`config.mk`:
```
export PLATFORM = sky130hd
export DESIGN_NAME = prog_clk_divider
export DESIGN_NICKNAME = d
export VERILOG_FILES = /design/src/rtl/prog_clk_divider.sv
export SDC_FILE = /design/constraint.sdc
export NUM_CORES = 1
export LEC_CHECK = 0
export ABC_CLOCK_PERIOD_IN_PS = 3840
export CAP_MARGIN = 20
export CORE_UTILIZATION = 40
export CTS_BUF_LIST = sky130_fd_sc_hd__clkbuf_8
export DETAILED_ROUTE_END_ITERATION = 8
export DONT_BUFFER_PORTS = 1
export GPL_TIMING_DRIVEN = 0
export MAX_ROUTING_LAYER = met4
export REMOVE_ABC_BUFFERS = 1
export SLEW_MARGIN = 15
export SYNTH_ARGS = -nofsm -noshare
export SYNTH_HDL_FRONTEND = slang
export SYNTH_SLANG_ARGS = --single-unit
```
`constraint.sdc`:
```
create_clock -name clk -period 3.84 [get_ports clk]
set_clock_uncertainty 0.1 [all_clocks]
set_input_delay 0.96 -clock clk [delete_from_list [all_inputs] [get_ports clk]]
set_output_delay 0.96 -clock clk [all_outputs]
set_load 0.01 [all_outputs]
```
`src/rtl/prog_clk_divider.sv`:
```
// Programmable clock divider: clk_out has a period of D clk cycles and a 50% duty cycle.
// Odd ratios get their extra half cycle from one negedge flop.
module prog_clk_divider #(
    parameter int WIDTH       = 8,
    parameter int DEFAULT_DIV = 5
) (
    input  logic             clk,
    input  logic             rst,
    input  logic             en,
    input  logic [WIDTH-1:0] div_val,
    input  logic             div_load,
    output logic             clk_out,
    output logic             tick,
    output logic             pending,
    output logic             load_err,
    output logic [WIDTH-1:0] cur_div
);

    localparam logic [WIDTH-1:0] DEF_DIV = WIDTH'(DEFAULT_DIV);
    localparam logic [WIDTH-1:0] ONE     = WIDTH'(1);

    logic [WIDTH-1:0] cnt_reg, cnt_next;
    logic [WIDTH-1:0] cur_div_reg, div_next;
    logic [WIDTH-1:0] shadow_reg, shadow_next;
    logic             pending_reg, pending_next;
    logic             run_reg, run_next;
    logic             tick_reg;
    logic             load_err_reg;
    logic             hi_pos_reg, hi_pos_next;
    logic             hi_neg_reg;

    logic at_wrap;
    logic boundary;
    logic load_ok;
    logic load_bad;

    always_comb begin
        at_wrap  = run_reg && (cnt_reg == cur_div_reg - ONE);
        // A boundary is a wrap while enabled, or a start from the stopped state.
        boundary = en && (at_wrap || !run_reg);
        load_ok  = div_load && (div_val > ONE);
        load_bad = div_load && !load_ok;

        div_next    = (boundary && pending_reg) ? shadow_reg : cur_div_reg;
        shadow_next = load_ok ? div_val : shadow_reg;

        // A load landing on a boundary stays pending for the following boundary.
        pending_next = pending_reg;
        if (load_ok)
            pending_next = 1'b1;
        else if (boundary)
            pending_next = 1'b0;

        run_next = run_reg;
        cnt_next = '0;
        if (boundary) begin
            run_next = 1'b1;
            cnt_next = '0;
        end else if (at_wrap) begin
            run_next = 1'b0;
            cnt_next = '0;
        end else if (run_reg) begin
            cnt_next = cnt_reg + ONE;
        end

        hi_pos_next = run_next && (cnt_next < (div_next >> 1));
    end

    always_ff @(posedge clk or posedge rst) begin
        if (rst) begin
            cnt_reg      <= '0;
            cur_div_reg  <= DEF_DIV;
            shadow_reg   <= '0;
            pending_reg  <= 1'b0;
            run_reg      <= 1'b0;
            tick_reg     <= 1'b0;
            load_err_reg <= 1'b0;
            hi_pos_reg   <= 1'b0;
        end else begin
            cnt_reg      <= cnt_next;
            cur_div_reg  <= div_next;
            shadow_reg   <= shadow_next;
            pending_reg  <= pending_next;
            run_reg      <= run_next;
            tick_reg     <= boundary;
            load_err_reg <= load_bad;
            hi_pos_reg   <= hi_pos_next;
        end
    end

    // Stretches the high phase by half a cycle for odd ratios; already low again
    // before hi_pos_reg next rises, so the OR below cannot glitch.
    always_ff @(negedge clk or posedge rst) begin
        if (rst)
            hi_neg_reg <= 1'b0;
        else
            hi_neg_reg <= hi_pos_reg && cur_div_reg[0];
    end

    assign clk_out  = hi_pos_reg | hi_neg_reg;
    assign tick     = tick_reg;
    assign pending  = pending_reg;
    assign load_err = load_err_reg;
    assign cur_div  = cur_div_reg;

endmodule

```
* After elaboration in Yosys (flattened, before gate mapping) *
Index checks and enable logic that the tools add are counted.

storage, ports and cells
  bits of input ports = 12
  register bits = 30
  output and inout bits = 12
  word-level logic and storage cells = 35

operators by class
  bitwise logic cells = 1
  equality and inequality tests = 1
  muxes and demuxes = 8
  add/sub/neg operators = 2
  order comparisons = 2
  reduce and logical (&&, ||, !) cells = 11

operators by type and width
  kind                                                                             count
  8-bit 2-to-1 mux                                                                 4
  8-bit by 1-bit adder with 8-bit output, second input constant                    1
  8-bit == test                                                                    1
  8-bit by 1-bit greater-than comparator with 1-bit output, second input constant  1
  8-bit by 7-bit < comparator with 1-bit output                                    1
  8-bit by 1-bit subtractor with 8-bit output, second input constant               1
  1-bit logical AND                                                                7
  1-bit 2-to-1 mux                                                                 4
  1-bit zero test                                                                  2
  2-bit nonzero test                                                               1
  1-bit logical OR                                                                 1
  1-bit OR                                                                         1

* Logic depth before layout (Yosys ltp) *
Gate-level depths: netlist (run 1).

  word-level depth = 9
  depth in mapped cells = 15
  gate-level depth less buffers = 13

==> results of run 1 <==
## worst min-delay path, cell delays in order (launching register included)
cell and delay (ns):
dfrtp_1 0.34, nand2_1 0.05, nand2_1 0.06
## how the worst min path moves through the flow
stage	cells past startpoint	end	start
2_1_floorplan	2	shadow_reg[2]$_DFFE_PP0P_	shadow_reg[2]$_DFFE_PP0P_
5_1_grt	2	shadow_reg[2]$_DFFE_PP0P_	shadow_reg[2]$_DFFE_PP0P_
3_3_place_gp	2	shadow_reg[6]$_DFFE_PP0P_	shadow_reg[6]$_DFFE_PP0P_
4_1_cts	2	shadow_reg[6]$_DFFE_PP0P_	shadow_reg[6]$_DFFE_PP0P_
6_report	2	shadow_reg[5]$_DFFE_PP0P_	shadow_reg[5]$_DFFE_PP0P_
3_5_place_dp	2	shadow_reg[6]$_DFFE_PP0P_	shadow_reg[6]$_DFFE_PP0P_
## synth_stat cells (2+ instances only)
cell / n
nor4_1: 2
inv_1: 14
buf_2: 2
and2_1: 3
or2_2: 2
mux2i_1: 6
a21oi_1: 3
nand3_1: 5
nor2_1: 13
nor3_1: 3
nand2b_1: 2
dfstp_2: 2
ha_1: 8
nand2_1: 30
dfrtp_1: 27
a211oi_1: 2
xor2_1: 8
nand4_1: 2
or3_1: 2
and3_1: 4
xnor2_1: 6
## routing by layer
metal	vias to the layer above	routed length, µm
li1	578	-
met1	568	1510
met2	22	1540
met3	5	157
met4	0	53
met5	-	0
## layout make-up
class	instances	area share, %
repair buffers	7	2.81
multi-input cells	118	45.0
inverters	14	2.81
flip-flops and latches	30	40.3
clock buffers	8	5.89
well taps	48	3.21
## report_power, final
group | total (mW) | switching, mW | internal [mW]
clock | 0.289 | 0.108 | 0.181
sequential | 0.524 | 0.125 | 0.399
combinational | 0.692 | 0.352 | 0.340
total | 1.50 | 0.585 | 0.920
## repair_timing
| item | 4_1_cts | 5_1_grt |
|---|---|---|
| gates cloned | 0 | 0 |
| setup buffers | 1 | 6 |
| resized for setup | 7 | 6 |
| endpoints found under the setup margin | 2 | 2 |
| pin swaps | 2 | 7 |
## per-stage QoR
step / cell area (µm²) / instances / TNS, ns / setup WS (ns) / hold WS [ns]
6_report: 1870 / 225 / 0 / 0.00925 / 0.382
5_1_grt: 1870 / 225 / -0.109 / -0.0911 / 0.417
4_1_cts: 1790 / 219 / 0 / 0.00248 / 0.386
3_5_place_dp: 1650 / 210 / -0.348 / -0.348 / 0.372
3_3_place_gp: 1650 / 210 / -0.288 / -0.288 / 0.365
2_1_floorplan: 1590 / 162 / 0 / 0.0819 / 0.345
## cells by family after synthesis
family,Yosys count
simple gates,69
flops,30
buf+inv,19
compound gates,18
xor+xnor,14
mux,9
fa+ha+maj,8
==> metrics.txt, run 1 <==
CTS clock-pin slew for the worst setup and hold paths=0.06 ns; GRT met3 Usage=4.86%; hpwl dp=2410 µm; Multi-input gate area=841 µm²; routed len/inst=14.5 µm; Core Rows=22; Critical Path Fanout Max=1; initial DRC count=23; commonest non-fill, non-tap cell in the layout=nand2_1; largest family of logic cells by synthesized area=simple AND/OR/NAND/NOR gates; complex-gate fraction of the synthesized area=8.82%; die height=65.6 µm; gpl congestion=0.803; crit-path cells=or2_4; Final Setup Violations=0; Post-synth ARST share=100%; element type at the critical path end=primary output; DIE WIDTH=65.6 µm; port buffer count=0; Setup crit end=clk_out; via count of the routed design=1,173; I/O pins=24; Final Max Slew Viols=0; area occupied by registers=753 µm²; grt ovf=0; leakage power=0.929 nW; clock latency on the worst-skew pair=0.28 ns; CTS tree=built; clock sinks=30; Arrival @ worst endpoint=2.77 ns; full die area=0.00430 mm²; Setup Crit Path Kind=reg2out; synth warn=0; All-Layer GR Usage=17.4%; fill cell count=344; Synth top area share=41.8%; Via density=5.21; vias in the first global route=1,201; Core ar.=0.00377 mm²; drt drc=0; met2 Use GR=26.9%; min-delay worst type=reg2reg; RR Startpoint=cur_div[0]$_DFFE_PP1P_; WP depth=1; headroom to the max-slew limit=59.5%; slack of the worst reg-to-reg path=0.07 ns; first drt pass iteration count=6; depth of the most critical reg-to-reg path=13; RSZ-0062 raised after global routing=yes; initial antenna violation count=0; GR peak layer=met2; Tightest Pin Transition=0.606 ns; Layout Nets=196; cell taking the most area after synthesis=dfrtp_1; Synth Cell Area=0.00162 mm²; Largest delay share family, worst path=flip-flops; TritonCTS buffer count=5; status=finished clean; Post-synth EDFFs=0; mux contribution to synthesized area=6.19%; synth-to-layout area growth=15.5%; post-synthesis sequential element count=30; fin util=49.6%; met1 usage=21.7%; Yosys cell types=42; CTS Root Cell=clkbuf_8; main flop type after synthesis=dfrtp_1; Worst Path Buf+Inv=0; cts hold-fix bufs=0; Bufs on Longest Clock Path=2; largest net degree at the start of global routing=31; Avg Cell Area, Syn=9.69 µm²; startpoint class of the critical path=flop; Mapped Cells=167; max incr delay on CP=0.33 ns; Synth area leaders=dfrtp_1 (42%), nand2_1 (7.0%), ha_1 (6.2%), xor2_1 (4.3%), mux2i_1 (3.7%); Post-DRT Antenna Nets=0; Slowest-stage cell, CP=dfrtn_1; Data required, critical path=2.78 ns; Post-Synth XOR/XNOR Area=7.58%; Seq/Total Area, Yosys=46.6%; Detailed Route WL=3270 µm; ANT cells=0; Reg2Reg Capture Point=hi_pos_reg$_DFF_PP0_; Setup crit start=hi_neg_reg$_DFF_NP0_; htree depth=2; post-synthesis adder-cell area fraction=6.19%; VDD IR max=0.000388 V; ratio of cells with drive above 1 in the final layout=19.2%; Synth Area in Simple Gates=19.6%; first-pass GRT wire length=5360 µm; Max-Cap Viols=0; Starting Density=42.9%; Design Power=1.50 mW; pwr/cell area=805 mW/mm²; most frequent cells in the layout=nand2_1 (30), dfrtp_1 (27), inv_1 (12), nor2_1 (12); final hold vios=0
No activity file was read; power rests on OpenSTA's default activity.
==> run 2: changes to the inputs <==
--- a/config.mk
+++ b/config.mk
@@ -7,12 +7,13 @@
 export LEC_CHECK = 0
 export ABC_CLOCK_PERIOD_IN_PS = 3840
 export CAP_MARGIN = 20
-export CORE_UTILIZATION = 40
+export CORE_UTILIZATION = 59
 export CTS_BUF_LIST = sky130_fd_sc_hd__clkbuf_8
 export DETAILED_ROUTE_END_ITERATION = 8
 export DONT_BUFFER_PORTS = 1
 export GPL_TIMING_DRIVEN = 0
 export MAX_ROUTING_LAYER = met4
+export PLACE_DENSITY = 0.78
 export REMOVE_ABC_BUFFERS = 1
 export SLEW_MARGIN = 15
 export SYNTH_ARGS = -nofsm -noshare
==> run 2 against run 1 <==
Against the previous run:
- the flow now finishes with violations (setup timing)
- largest cell class unchanged
- clock power down 21%
- largest power group unchanged
- die area down 31%
- cell area down 1.5%
==> metrics.txt, run 2 (same netlist as run 1, synthesis figures left out) <==
CTS Root Cell=clkbuf_8; vias in the first global route=1,163; clock sinks=30; Setup WS post-layout=-0.0652 ns; CTS tree=built; synth-to-layout area growth=13.8%; max frequency=256 MHz; Final period util=102%; Via density=6.00; first-pass GRT wire length=4910 µm; Bufs on Longest Clock Path=2; Detailed Route WL=3510 µm; clock latency on the worst-skew pair=0.28 ns; Layout Nets=193; sw frac=41.4%; min-delay worst type=reg2reg; htree depth=2; gpl congestion=0.775; non-filler cells, final=204; dpl cells=192; grt ovf=0; Setup WS pre-CTS=-0.411 ns; DIE WIDTH=54.4 µm; Design Power=1.52 mW; startpoint class of the critical path=flop; Starting Density=63.6%; cts hold-fix bufs=0; Core ar.=0.00254 mm²; All-Layer GR Usage=25.4%; Final Max Slew Viols=0; Final Setup Violations=1; TritonCTS buffer count=5; share of power burned in registers=35.0%; Comb pwr share=50.0%; hpwl dp=2280 µm; failing checks=setup timing; first drt pass iteration count=5; status=finished with violations; clock share of power=15.0%; CTS clock-pin slew for the worst setup and hold paths=0.06 ns; most frequent cells in the layout=nand2_1 (30), dfrtp_1 (27), inv_1 (15); Tmin final=3.91 ns; leakage power=0.912 nW; commonest non-fill, non-tap cell in the layout=nand2_1; pwr/cell area=824 mW/mm²; fill cell count=181; RSZ-0062 raised after global routing=yes; final hold vios=0; die height=54.4 µm; Data required, critical path=3.92 ns; Setup Crit Path Kind=reg2reg; Core Rows=18; largest net degree at the start of global routing=31; via count of the routed design=1,225; initial DRC count=29; headroom to the max-slew limit=58.1%; ratio of cells with drive above 1 in the final layout=18.4%; drt drc=0; Max-Cap Viols=0; full die area=0.00296 mm²; routed len/inst=17.2 µm; Int Pwr=0.889 mW; VDD IR max=0.000525 V; initial antenna violation count=0; port buffer count=0; ANT cells=0; Post-DRT Antenna Nets=0; Tightest Pin Transition=0.622 ns; element type at the critical path end=flop; NetSw=0.628 mW; Critical Path Fanout Max=8; Arrival @ worst endpoint=3.99 ns; I/O pins=24
-- run 2: changes by cell type in the layout (fill, tap and decap cells not counted), sizes merged --
cell / previous run / this run
inv: 14 / 17
buf: 7 / 4
clkbuf: 8 / 5
-- run 2: path summary, 6_finish.rpt --
check	from	to	slack (ns)	cells past startpoint
setup / recovery	cur_div[0]$_DFFE_PP1P_	hi_pos_reg$_DFF_PP0_	-0.07	14
hold / removal	shadow_reg[2]$_DFFE_PP0P_	shadow_reg[2]$_DFFE_PP0P_	0.38	2
setup reg to reg	cur_div[0]$_DFFE_PP1P_	hi_pos_reg$_DFF_PP0_	-0.07	14
hold reg to reg	shadow_reg[2]$_DFFE_PP0P_	shadow_reg[2]$_DFFE_PP0P_	0.38	2
max in group asynchronous	rst	hi_neg_reg$_DFF_NP0_	0.88	1
min in group asynchronous	rst	load_err$_DFF_PP0_	0.53	1
-- run 2: worst max-delay path: stages, from the launching register on --
cell      delay (ns)
dfstp_2         0.66
inv_2           0.07
ha_4            0.18
o21ba_1         0.17
a221oi_2        0.24
a41oi_1         0.06
o41a_1          0.51
or3_4           0.51
buf_6           0.17
mux2i_4         0.19
ha_4            0.19
a21oi_2         0.16
o22ai_1         0.09
a211o_1         0.25
a311oi_2        0.25
-- run 2: repair_timing --
item                       CTS  global route
setup endpoints to repair    2             2
gates resized for setup      6            14
buffers inserted             2             2
pin swaps                    2            10
-- run 2: power groups by stage --
stage,logic (mW),registers [mW],clock network (mW)
2_1_floorplan,0.481,0.492,0
3_3_place_gp,0.550,0.521,0
3_5_place_dp,0.581,0.526,0
4_1_cts,0.614,0.522,0.230
5_1_grt,0.823,0.541,0.243
6_report,0.758,0.531,0.227
-- run 2: final cells by class --
class | instances | area, µm² | share of cell area (%)
sequential | 30 | 753 | 40.9
inverter | 14 | 52.6 | 2.86
clock buffer | 5 | 68.8 | 3.74
multi-input combinational | 118 | 883 | 48.0
tap | 30 | 37.5 | 2.04
clock inverter | 3 | 11.3 | 0.612
timing repair buffer | 4 | 33.8 | 1.84
-- run 2: per-layer routing --
layer  up-vias  routed length (µm)  track usage [%]
li1        577                   -                -
met2        37                1810             43.7
met3         4                 165             7.78
met4         0                  21             7.69
met1       607                1510             28.1
met5         -                   0                -
-- run 2: through the flow --
stage          util (%)  hold slack (ns)  TNS [ns]  area (µm²)
2_1_floorplan         -            0.345         0        1590
3_3_place_gp       63.9            0.360    -0.307        1630
3_5_place_dp       63.9            0.370    -0.411        1630
4_1_cts            68.5            0.389         0        1740
5_1_grt            72.3            0.418    -0.143        1840
6_report           72.3            0.381   -0.0652        1840
==> run 3: changes to the inputs <==
--- a/config.mk
+++ b/config.mk
@@ -7,6 +7,7 @@
 export LEC_CHECK = 0
 export ABC_CLOCK_PERIOD_IN_PS = 3840
 export CAP_MARGIN = 20
+export CORE_MARGIN = 5
 export CORE_UTILIZATION = 59
 export CTS_BUF_LIST = sky130_fd_sc_hd__clkbuf_8
 export DETAILED_ROUTE_END_ITERATION = 8
==> run 3 against run 2 <==
Against the previous run:
- the run still ends with setup timing left
- register-to-register slack hardly changed
- sequential share of layout area is 0.82 points lower
- utilization is 2.4 points lower
- die area is 32% higher
- flip-flop and latch count stayed put
- critical endpoint unchanged
- power is 4.5% higher
- non-clock buffer count is 1 higher
- clock power is 40% higher
- clock-buffer cell count is 1 higher
==> metrics.txt, run 3 (same netlist as run 1, synthesis figures left out) <==
status=finished with violations; failing checks=setup timing; All-Layer GR Usage=18.2%; ratio of cells with drive above 1 in the final layout=19.4%; Critical Path Fanout Max=8; Starting Density=60.2%; metal3 WL=188 µm; synth-to-layout area growth=16.1%; leakage power=0.931 nW; max frequency=256 MHz; final hold vios=0; slack of the worst reg-to-reg path=-0.06 ns; Tmin final=3.90 ns; startpoint class of the critical path=flop; RSZ-0062 raised after global routing=yes; Tightest Pin Transition=0.597 ns; Arrival @ worst endpoint=3.98 ns; Core Rows=19; gpl congestion=0.800; Final Instance Area=0.00188 mm²; Final Max Slew Viols=0; Data required, critical path=3.92 ns; TritonCTS buffer count=5; Design Power=1.59 mW; I/O pins=24; drt drc=0; port buffer count=0; initial DRC count=55; Post-DRT Antenna Nets=0; first drt pass iteration count=4; Core ar.=0.00269 mm²; depth of the most critical reg-to-reg path=13; setup_tns=-0.0635 ns; Max-Cap Viols=0; Detailed Route WL=3350 µm; commonest non-fill, non-tap cell in the layout=nand2_1; Reg2Reg Capture Point=hi_pos_reg$_DFF_PP0_; VDD IR max=0.000825 V; RR Startpoint=cur_div[0]$_DFFE_PP1P_; wl on met1=1380 µm; via count of the routed design=1,195; die height=62.4 µm; min-delay worst type=reg2reg; ANT cells=0; Layout Nets=194; Setup crit end=hi_pos_reg$_DFF_PP0_; htree depth=2; CTS Root Cell=clkbuf_8; vias in the first global route=1,244; grt ovf=0; hpwl dp=2380 µm; routed len/inst=16.3 µm; CTS clock-pin slew for the worst setup and hold paths=0.06 ns; met2 WL post-DR=1710 µm; clock sinks=30; Setup WS post-layout=-0.0635 ns; Final period util=102%; Setup WS pre-CTS=-0.415 ns; most frequent cells in the layout=nand2_1 (30), dfrtp_1 (27), inv_1 (13); clock latency on the worst-skew pair=0.28 ns; element type at the critical path end=flop; Bufs on Longest Clock Path=2; CTS tree=built; initial antenna violation count=0; post-placement cell area=0.00163 mm²; Setup crit start=cur_div[0]$_DFFE_PP1P_; DIE WIDTH=62.4 µm; uppermost layer routed=met4; pwr/cell area=844 mW/mm²; largest net degree at the start of global routing=31; Final Setup Violations=1; first-pass GRT wire length=5530 µm; fin util=69.9%; full die area=0.00389 mm²; Setup Crit Path Kind=reg2reg; Via density=5.80; headroom to the max-slew limit=60.1%
run 3: timing repair:
action,4_1_cts,5_1_grt
buffers inserted,2,3
gates resized for setup,7,10
cloned,0,0
hold buffers,0,0
pin swaps,2,7
setup endpoints to repair,2,2
run 3: worst max-delay path: stages (launching register included):
cell      delay (ns)
dfstp_2         0.65
inv_2           0.07
ha_4            0.18
o21ba_1         0.18
a221oi_2        0.24
a41oi_1         0.09
o41a_1          0.51
or3_4           0.50
mux2i_2         0.19
ha_1            0.36
a21oi_2         0.13
o22ai_1         0.09
a211o_1         0.25
a311oi_2        0.25
run 3: where the power goes:
part	switching (mW)	internal [mW]
Sequential	0.126	0.399
Combinational	0.375	0.367
Clock	0.110	0.208
Total	0.611	0.974
run 3: worst min-delay path by stage:
stage	start	endpoint	slack [ns]	cells past startpoint
global route	shadow_reg[5]$_DFFE_PP0P_	shadow_reg[5]$_DFFE_PP0P_	0.39	2
CTS	shadow_reg[5]$_DFFE_PP0P_	shadow_reg[5]$_DFFE_PP0P_	0.38	2
detailed placement	shadow_reg[5]$_DFFE_PP0P_	shadow_reg[5]$_DFFE_PP0P_	0.36	2
finish	shadow_reg[5]$_DFFE_PP0P_	shadow_reg[5]$_DFFE_PP0P_	0.37	2
global placement	shadow_reg[6]$_DFFE_PP0P_	shadow_reg[6]$_DFFE_PP0P_	0.36	2
floorplan	shadow_reg[2]$_DFFE_PP0P_	shadow_reg[2]$_DFFE_PP0P_	0.34	2
run 3: metal layers:
metal	up-vias	GRT usage, %
li1	581	-
met1	583	19.5
met2	23	30.3
met3	8	6.67
met4	0	7.43
met5	-	-
run 3: through the flow:
stage                     std cells  hold slack (ns)
final                           206            0.373
after global placement          193            0.362
after detailed placement        193            0.362
after global routing            206            0.395
after CTS                       203            0.376
after floorplan                 162            0.345
run 3: cell type report:
cell class,instances,area (µm²)
Fill cell,197,808
Clock inverter,2,33.8
Inverter,14,52.6
Multi-Input combinational cell,118,880
Tap cell,31,38.8
Sequential cell,30,753
Timing Repair Buffer,5,37.5
Clock buffer,6,82.6
